==> config.mk <==
export PLATFORM = sky130hd
export DESIGN_NAME = mskaes_32bits_key_ctrl_flat
export DESIGN_NICKNAME = d
export VERILOG_FILES = /design/src/rtl/mskaes_32bits_key_ctrl_if.sv /design/src/rtl/mskaes_32bits_key_ctrl.sv /design/src/flat_wrapper.sv
export SDC_FILE = /design/constraint.sdc
export NUM_CORES = 1
export LEC_CHECK = 0
export ABC_AREA = 1
export CAP_MARGIN = 0
export CORE_ASPECT_RATIO = 0.9
export CORE_UTILIZATION = 49
export DETAILED_ROUTE_END_ITERATION = 8
export PLACE_DENSITY = 0.81
export SYNTH_ARGS = -nofsm -noshare
export SYNTH_HDL_FRONTEND = slang
export SYNTH_SLANG_ARGS = --single-unit
==> constraint.sdc <==
create_clock -name clk -period 1.6 [get_ports clk]
set_input_delay 0.32 -clock clk [delete_from_list [all_inputs] [get_ports clk]]
set_output_delay 0.32 -clock clk [all_outputs]
set_load 0.05 [all_outputs]
==> src/rtl/mskaes_32bits_key_ctrl_if.sv <==
// Handshake and control bundle between the masked AES key-schedule controller
// and its environment (start handshake, shared Sbox arbitration, AddRoundKey
// column stream and key datapath controls).
//   master : start requester / Sbox arbiter / AddRoundKey consumer side
//   slave  : key-schedule controller side
interface mskaes_32bits_key_ctrl_if;

    localparam int unsigned ROUND_W = 4;

    logic               in_valid;
    logic               in_ready;
    logic               sb_req;
    logic               sb_gnt;
    logic               rk_valid;
    logic               rk_ready;
    logic [ROUND_W-1:0] round_idx;
    logic               busy;
    logic               done;
    logic               init;
    logic               enable;
    logic               loop;
    logic               add_from_sb;
    logic               rcon_rst;
    logic               rcon_update;

    modport master (
        output in_valid,
        output sb_gnt,
        output rk_ready,
        input  in_ready,
        input  sb_req,
        input  rk_valid,
        input  round_idx,
        input  busy,
        input  done,
        input  init,
        input  enable,
        input  loop,
        input  add_from_sb,
        input  rcon_rst,
        input  rcon_update
    );

    modport slave (
        input  in_valid,
        input  sb_gnt,
        input  rk_ready,
        output in_ready,
        output sb_req,
        output rk_valid,
        output round_idx,
        output busy,
        output done,
        output init,
        output enable,
        output loop,
        output add_from_sb,
        output rcon_rst,
        output rcon_update
    );

endinterface

==> src/rtl/mskaes_32bits_key_ctrl.sv <==
// Control FSM for a 32-bit-wide masked AES-128 key schedule.
// Streams each round key to AddRoundKey as four diagonal columns, then borrows
// the shared Sbox for the rotated key column and runs four update beats.
// Ports:
//   clk, rst_n          : clock, asynchronous active-low reset
//   kif.in_valid/ready  : start a key schedule from the shared key
//   kif.sb_req/gnt      : shared Sbox request / grant
//   kif.rk_valid/ready  : round-key column handshake towards AddRoundKey
//   kif.round_idx       : index of the round key being delivered
//   kif.busy, kif.done  : activity flag, one-cycle completion pulse
//   kif.init, enable, loop, add_from_sb, rcon_rst, rcon_update : key datapath controls
module mskaes_32bits_key_ctrl #(
    parameter int unsigned SB_LAT  = 4,
    parameter int unsigned NROUNDS = 10
) (
    input  logic                      clk,
    input  logic                      rst_n,
    mskaes_32bits_key_ctrl_if.slave   kif
);

    localparam int unsigned BEAT_W  = 2;
    localparam int unsigned WAIT_W  = 4;
    localparam int unsigned ROUND_W = 4;

    localparam logic [BEAT_W-1:0]  BEAT_LAST  = BEAT_W'(3);
    localparam logic [WAIT_W-1:0]  WAIT_LOAD  = WAIT_W'(SB_LAT - 1);
    localparam logic [ROUND_W-1:0] ROUND_LAST = ROUND_W'(NROUNDS);
    localparam bit                 SB_DIRECT  = (SB_LAT == 1);

    // Parameter legality: the wait and round counters are 4 bits wide.
    if (SB_LAT < 1 || SB_LAT > 15) begin : g_bad_sb_lat
        $error("SB_LAT must be in 1..15");
    end
    if (NROUNDS < 1 || NROUNDS > 15) begin : g_bad_nrounds
        $error("NROUNDS must be in 1..15");
    end

    typedef enum logic [2:0] {
        S_IDLE   = 3'd0,
        S_LOAD   = 3'd1,
        S_AK     = 3'd2,
        S_SBREQ  = 3'd3,
        S_SBWAIT = 3'd4,
        S_UPD    = 3'd5
    } state_t;

    state_t               state_q, state_d;
    logic [BEAT_W-1:0]    beat_q,  beat_d;
    logic [WAIT_W-1:0]    wait_q,  wait_d;
    logic [ROUND_W-1:0]   round_q, round_d;
    logic                 done_q,  done_d;

    logic                 init_c;
    logic                 enable_c;
    logic                 loop_c;
    logic                 add_from_sb_c;
    logic                 rcon_rst_c;
    logic                 rcon_update_c;
    logic                 sb_req_c;
    logic                 rk_valid_c;

    // State and counter registers.
    always_ff @(posedge clk or negedge rst_n) begin : p_regs
        if (!rst_n) begin
            state_q <= S_IDLE;
            beat_q  <= '0;
            wait_q  <= '0;
            round_q <= '0;
            done_q  <= 1'b0;
        end else begin
            state_q <= state_d;
            beat_q  <= beat_d;
            wait_q  <= wait_d;
            round_q <= round_d;
            done_q  <= done_d;
        end
    end

    // Next-state and control decode.
    always_comb begin : p_next
        state_d       = state_q;
        beat_d        = beat_q;
        wait_d        = wait_q;
        round_d       = round_q;
        done_d        = 1'b0;
        init_c        = 1'b0;
        enable_c      = 1'b0;
        loop_c        = 1'b0;
        add_from_sb_c = 1'b0;
        rcon_rst_c    = 1'b0;
        rcon_update_c = 1'b0;
        sb_req_c      = 1'b0;
        rk_valid_c    = 1'b0;

        unique case (state_q)
            S_IDLE: begin
                beat_d = '0;
                if (kif.in_valid) begin
                    state_d = S_LOAD;
                end
            end

            S_LOAD: begin
                init_c     = 1'b1;
                enable_c   = 1'b1;
                rcon_rst_c = 1'b1;
                round_d    = '0;
                beat_d     = '0;
                state_d    = S_AK;
            end

            // The key register rotates only on a consumed column, so a
            // stalled consumer leaves the round key untouched.
            S_AK: begin
                rk_valid_c = kif.rk_ready;
                enable_c   = kif.rk_ready;
                loop_c     = kif.rk_ready;
                if (kif.rk_ready) begin
                    beat_d = beat_q + BEAT_W'(1);
                    if (beat_q == BEAT_LAST) begin
                        if (round_q == ROUND_LAST) begin
                            done_d  = 1'b1;
                            state_d = S_IDLE;
                        end else begin
                            state_d = S_SBREQ;
                        end
                    end
                end
            end

            S_SBREQ: begin
                sb_req_c = 1'b1;
                if (kif.sb_gnt) begin
                    if (SB_DIRECT) begin
                        state_d = S_UPD;
                    end else begin
                        wait_d  = WAIT_LOAD;
                        state_d = S_SBWAIT;
                    end
                end
            end

            // Counter exits at 1 so the grant-to-UPD distance is SB_LAT.
            S_SBWAIT: begin
                if (wait_q <= WAIT_W'(1)) begin
                    wait_d  = '0;
                    state_d = S_UPD;
                end else begin
                    wait_d = wait_q - WAIT_W'(1);
                end
            end

            S_UPD: begin
                enable_c      = 1'b1;
                add_from_sb_c = (beat_q == BEAT_W'(0));
                rcon_update_c = (beat_q == BEAT_LAST);
                beat_d        = beat_q + BEAT_W'(1);
                if (beat_q == BEAT_LAST) begin
                    round_d = (round_q >= ROUND_LAST) ? ROUND_LAST
                                                      : round_q + ROUND_W'(1);
                    state_d = S_AK;
                end
            end

            default: begin
                state_d = S_IDLE;
            end
        endcase
    end

    assign kif.in_ready    = (state_q == S_IDLE);
    assign kif.busy        = (state_q != S_IDLE);
    assign kif.done        = done_q;
    assign kif.round_idx   = round_q;
    assign kif.init        = init_c;
    assign kif.enable      = enable_c;
    assign kif.loop        = loop_c;
    assign kif.add_from_sb = add_from_sb_c;
    assign kif.rcon_rst    = rcon_rst_c;
    assign kif.rcon_update = rcon_update_c;
    assign kif.sb_req      = sb_req_c;
    assign kif.rk_valid    = rk_valid_c;

endmodule
==> src/flat_wrapper.sv <==
// flat-port wrapper written by rule: the top's interface ports become plain ports
module mskaes_32bits_key_ctrl_flat 
#(
    parameter int unsigned SB_LAT  = 4,
    parameter int unsigned NROUNDS = 10
)
  (clk, rst_n, kif_in_valid, kif_sb_gnt, kif_rk_ready, kif_in_ready, kif_sb_req, kif_rk_valid, kif_round_idx, kif_busy, kif_done, kif_init, kif_enable, kif_loop, kif_add_from_sb, kif_rcon_rst, kif_rcon_update);
  mskaes_32bits_key_ctrl_if kif_i ();
  input  logic clk;
  input  logic rst_n;
  input wire logic [$bits(kif_i.in_valid)-1:0] kif_in_valid;
  input wire logic [$bits(kif_i.sb_gnt)-1:0] kif_sb_gnt;
  input wire logic [$bits(kif_i.rk_ready)-1:0] kif_rk_ready;
  output wire logic [$bits(kif_i.in_ready)-1:0] kif_in_ready;
  output wire logic [$bits(kif_i.sb_req)-1:0] kif_sb_req;
  output wire logic [$bits(kif_i.rk_valid)-1:0] kif_rk_valid;
  output wire logic [$bits(kif_i.round_idx)-1:0] kif_round_idx;
  output wire logic [$bits(kif_i.busy)-1:0] kif_busy;
  output wire logic [$bits(kif_i.done)-1:0] kif_done;
  output wire logic [$bits(kif_i.init)-1:0] kif_init;
  output wire logic [$bits(kif_i.enable)-1:0] kif_enable;
  output wire logic [$bits(kif_i.loop)-1:0] kif_loop;
  output wire logic [$bits(kif_i.add_from_sb)-1:0] kif_add_from_sb;
  output wire logic [$bits(kif_i.rcon_rst)-1:0] kif_rcon_rst;
  output wire logic [$bits(kif_i.rcon_update)-1:0] kif_rcon_update;
  assign kif_i.in_valid = kif_in_valid;
  assign kif_i.sb_gnt = kif_sb_gnt;
  assign kif_i.rk_ready = kif_rk_ready;
  assign kif_in_ready = kif_i.in_ready;
  assign kif_sb_req = kif_i.sb_req;
  assign kif_rk_valid = kif_i.rk_valid;
  assign kif_round_idx = kif_i.round_idx;
  assign kif_busy = kif_i.busy;
  assign kif_done = kif_i.done;
  assign kif_init = kif_i.init;
  assign kif_enable = kif_i.enable;
  assign kif_loop = kif_i.loop;
  assign kif_add_from_sb = kif_i.add_from_sb;
  assign kif_rcon_rst = kif_i.rcon_rst;
  assign kif_rcon_update = kif_i.rcon_update;
  mskaes_32bits_key_ctrl #(.SB_LAT(SB_LAT), .NROUNDS(NROUNDS)) u_core (.clk(clk), .rst_n(rst_n), .kif(kif_i));
endmodule
==> summary.md <==
| Metric | Value |
|---|---|
| Hold-fix buffers at CTS | `0` |
| RSZ-0062 raised after global routing | `true` |
| Vias per cell | `5.77` |
| Area leader, netlist | `dfrtp_1` |
| Cell Count Post-Placement | `167` |
| Post-synthesis area per instance | `7.71 um^2` |
| Final hold vios | `0` |
| # Max-Cap Violations | `0` |
| Routed len/inst | `17.9 um` |
| Vias in the first global route | `1012` |
| Final std cells w/o fill | `185` |
| Fillers | `70` |
| # IOs | `20` |
| Yosys top cell area share | `36.9%` |
| Pre-Repair DR Iteration Count | `6` |
| Power Total | `0.00299 W` |
| CTS tree | `done` |
| Total grt overflow | `0` |
| Fin crit share | `106%` |
| Syn nets | `134` |
| Antenna violations before repair | `0` |
| Nets | `173` |
| Simple-gate share of the synthesized area | `28.5%` |
| Final Core Density | `89.2%` |
| Final worst slack | `-0.0963 ns` |
| Final setup TNS | `-0.622 ns` |
| Clk_lat worst skew | `0.30 ns` |
| Cell area after synthesis | `948 um^2` |
| Cell Int Power | `0.00151 W` |
| Die outline width | `48.4 um` |
| Root Driver | `clkbuf_4` |
| Clock power frac | `9.3%` |
| Total core area | `1730 um^2` |
| Worst slew pin tran | `0.290 ns` |
| Gate Count Post-Synth | `123` |
| Violated checks | `setup timing` |
| Synth Area in Adders | `7.92%` |
| Reg power frac | `19.3%` |
| Sequential share of the synthesized area | `36.9%` |
| Area grow syn2layout | `63.2%` |
| Logic pwr share | `71.3%` |
| Largest net degree at the start of global routing | `15` |
| XOR/XNOR share of the synthesized area | `2.77%` |
| Synth area leaders | `dfrtp_1, inv_1, nand2_1` |
| Drt total wl | `3310 um` |
| Die span in y | `43.7 um` |
| Synth unique cells | `20` |
| DPL Wire Length | `1570 um` |
| Main combinational cell family by area after synthesis | `simple AND/OR/NAND/NOR gates` |
| Diode count | `0` |
| Post-DP Area | `1320 um^2` |
| Seq cells post-synth | `14` |
| Detail Route Antenna Nets | `0` |
| Vias | `1068` |
| Sw frac | `49.3%` |
| Post-layout instance area | `1550 um^2` |
| Port buffer count | `19` |
| Pins over their slew limit | `0` |
| First-pass GRT wire length | `4530 um` |
| Req. time, crit path | `1.28 ns` |
| GRT Overall Usage | `29.4%` |
| Crit Path Class | `reg2out` |
| Switching power total | `0.00147 W` |
| Max transition margin | `80.4%` |
| 1st-iter DRT viols | `28` |
| R2R setup slack | `0.04 ns` |
| Worst setup SP type | `register` |
| HP Class | `in2async` |
| Die area | `2120 um^2` |
| Final Skew | `0.0108 ns` |
| LEAKAGE | `0.776 nW` |
| Synth warn | `0` |
| RePlAce Congestion | `0.880` |
| H-tree depth | `1` |
| DRC violations left | `0` |
| Clk buf depth | `2` |
| Row Count | `14` |
| Mux share of post-synthesis cell area | `0%` |
| CTS buffer count | `3` |
| Starting Density | `54.7%` |
| Worst setup EP type | `primary output` |
| Peak Freq | `590 MHz` |
| Power per cell area | `1930 nW/um^2` |
| Synth Area in Compound Gates | `10.4%` |
| Clock period minus worst slack | `1.70 ns` |
| Worst vdd ir | `1730 uV` |
| Crit Path Max Fanout | `5` |
| Layout cell share with drive strength beyond 1 | `44.7%` |
| Setup violations, final | `10` |
| Status | `complete, but fails checks` |
| WP data arrival | `1.38 ns` |
| # clock sinks | `14` |
| Clock slew at reported path FFs | `0.10 ns` |
[area by class of cell]
type	count	area, um^2	share of cell area, %
clock buffer	4	36.3	2.34
inverter	24	95.1	6.14
multi-input combinational	81	563	36.4
sequential	14	354	22.9
tap	24	30.0	1.94
timing repair buffer	38	469	30.3
[registers in the layout, summed over array words and instances, names as in the netlist]
signal,count
u_core.beat_q,2
u_core.kif.done,1
u_core.kif.round_idx,4
u_core.state_q,3
u_core.wait_q,4
[worst max-delay path: stages (launching register included)]
cell and delay, ns:
dfrtp_2 0.49, buf_6 0.16, nand2_4 0.06, nor2_4 0.10, inv_2 0.05, nand2_2 0.08
buf_12 0.14
[per-layer routing]
| layer | global-route usage, % | routed length, um |
|---|---|---|
| met1 | 31.2 | 1180 |
| met2 | 53.8 | 1680 |
| met3 | 8.07 | 274 |
| met4 | 17.1 | 182 |
| met5 | 0 | 0 |
[cells by family after synthesis]
| logic type | count (synthesis) |
|---|---|
| AOI/OAI and AO/OA | 17 |
| DFF | 14 |
| adders and majority gates | 6 |
| and+or+nand+nor | 55 |
| xor gates and xnor gates | 3 |
| buffers and inverters | 28 |
[power groups by stage]
stage	clock (W)	sequential, W	combinational [W]
4_1_cts	0.000265	0.000553	0.00185
3_5_place_dp	0	0.000544	0.00157
2_1_floorplan	0	0.000510	0.00104
5_1_grt	0.000290	0.000583	0.00222
3_3_place_gp	0	0.000537	0.00153
6_report	0.000279	0.000577	0.00213
[cell usage in the layout, fill, tap and decap left out, types with 3 or more instances in the layout]
cell and instances:
nor2_1 3, clkbuf_4 3, inv_1 15, nor3_1 3
inv_2 7, ha_1 4, buf_12 13, o21ai_0 12
nand2_2 4, dfrtp_1 11, dfrtp_2 3, clkdlybuf4s50_1 4
nor2_4 9, buf_4 18, nand3_1 10, nand2_1 20
buf_6 3
[synth_stat cells, drive strengths merged]
library cell	count
xor2	2
o22ai	2
ha	6
nor3	3
o21ai	13
nor2	14
a21oi	2
xnor2	1
nand3	12
buf	4
dfrtp	14
inv	24
nand2	26
[worst paths after layout]
| check | from | end | cells after the start |
|---|---|---|---|
| min in group clk | u_core.beat_q[1] | u_core.beat_q[1] | 2 |
| max in group asynchronous | rst_n | u_core.state_q[0] | 2 |
| hold reg to reg | u_core.beat_q[1] | u_core.beat_q[1] | 2 |
| setup / recovery | u_core.state_q[1] | kif_enable | 6 |
| hold / removal | rst_n | u_core.kif.round_idx[2] | 2 |
| setup reg to reg | u_core.state_q[0] | u_core.wait_q[0] | 8 |
[stage by stage]
step                      setup WS [ns]  hold slack, ns
after CTS                       -0.0507           0.340
after detailed placement         0.0447           0.488
final                           -0.0963           0.318
after floorplan                  -0.149          0.0244
after global routing             -0.122           0.341
after global placement           0.0477           0.483
[what timing repair did]
action | 4_1_cts | 5_1_grt
setup endpoints to repair | 10 | 13
setup buffers | 9 | 5
gates resized for setup | 21 | 10
pin swaps | 5 | 4
(Power assumes the default switching activity.)
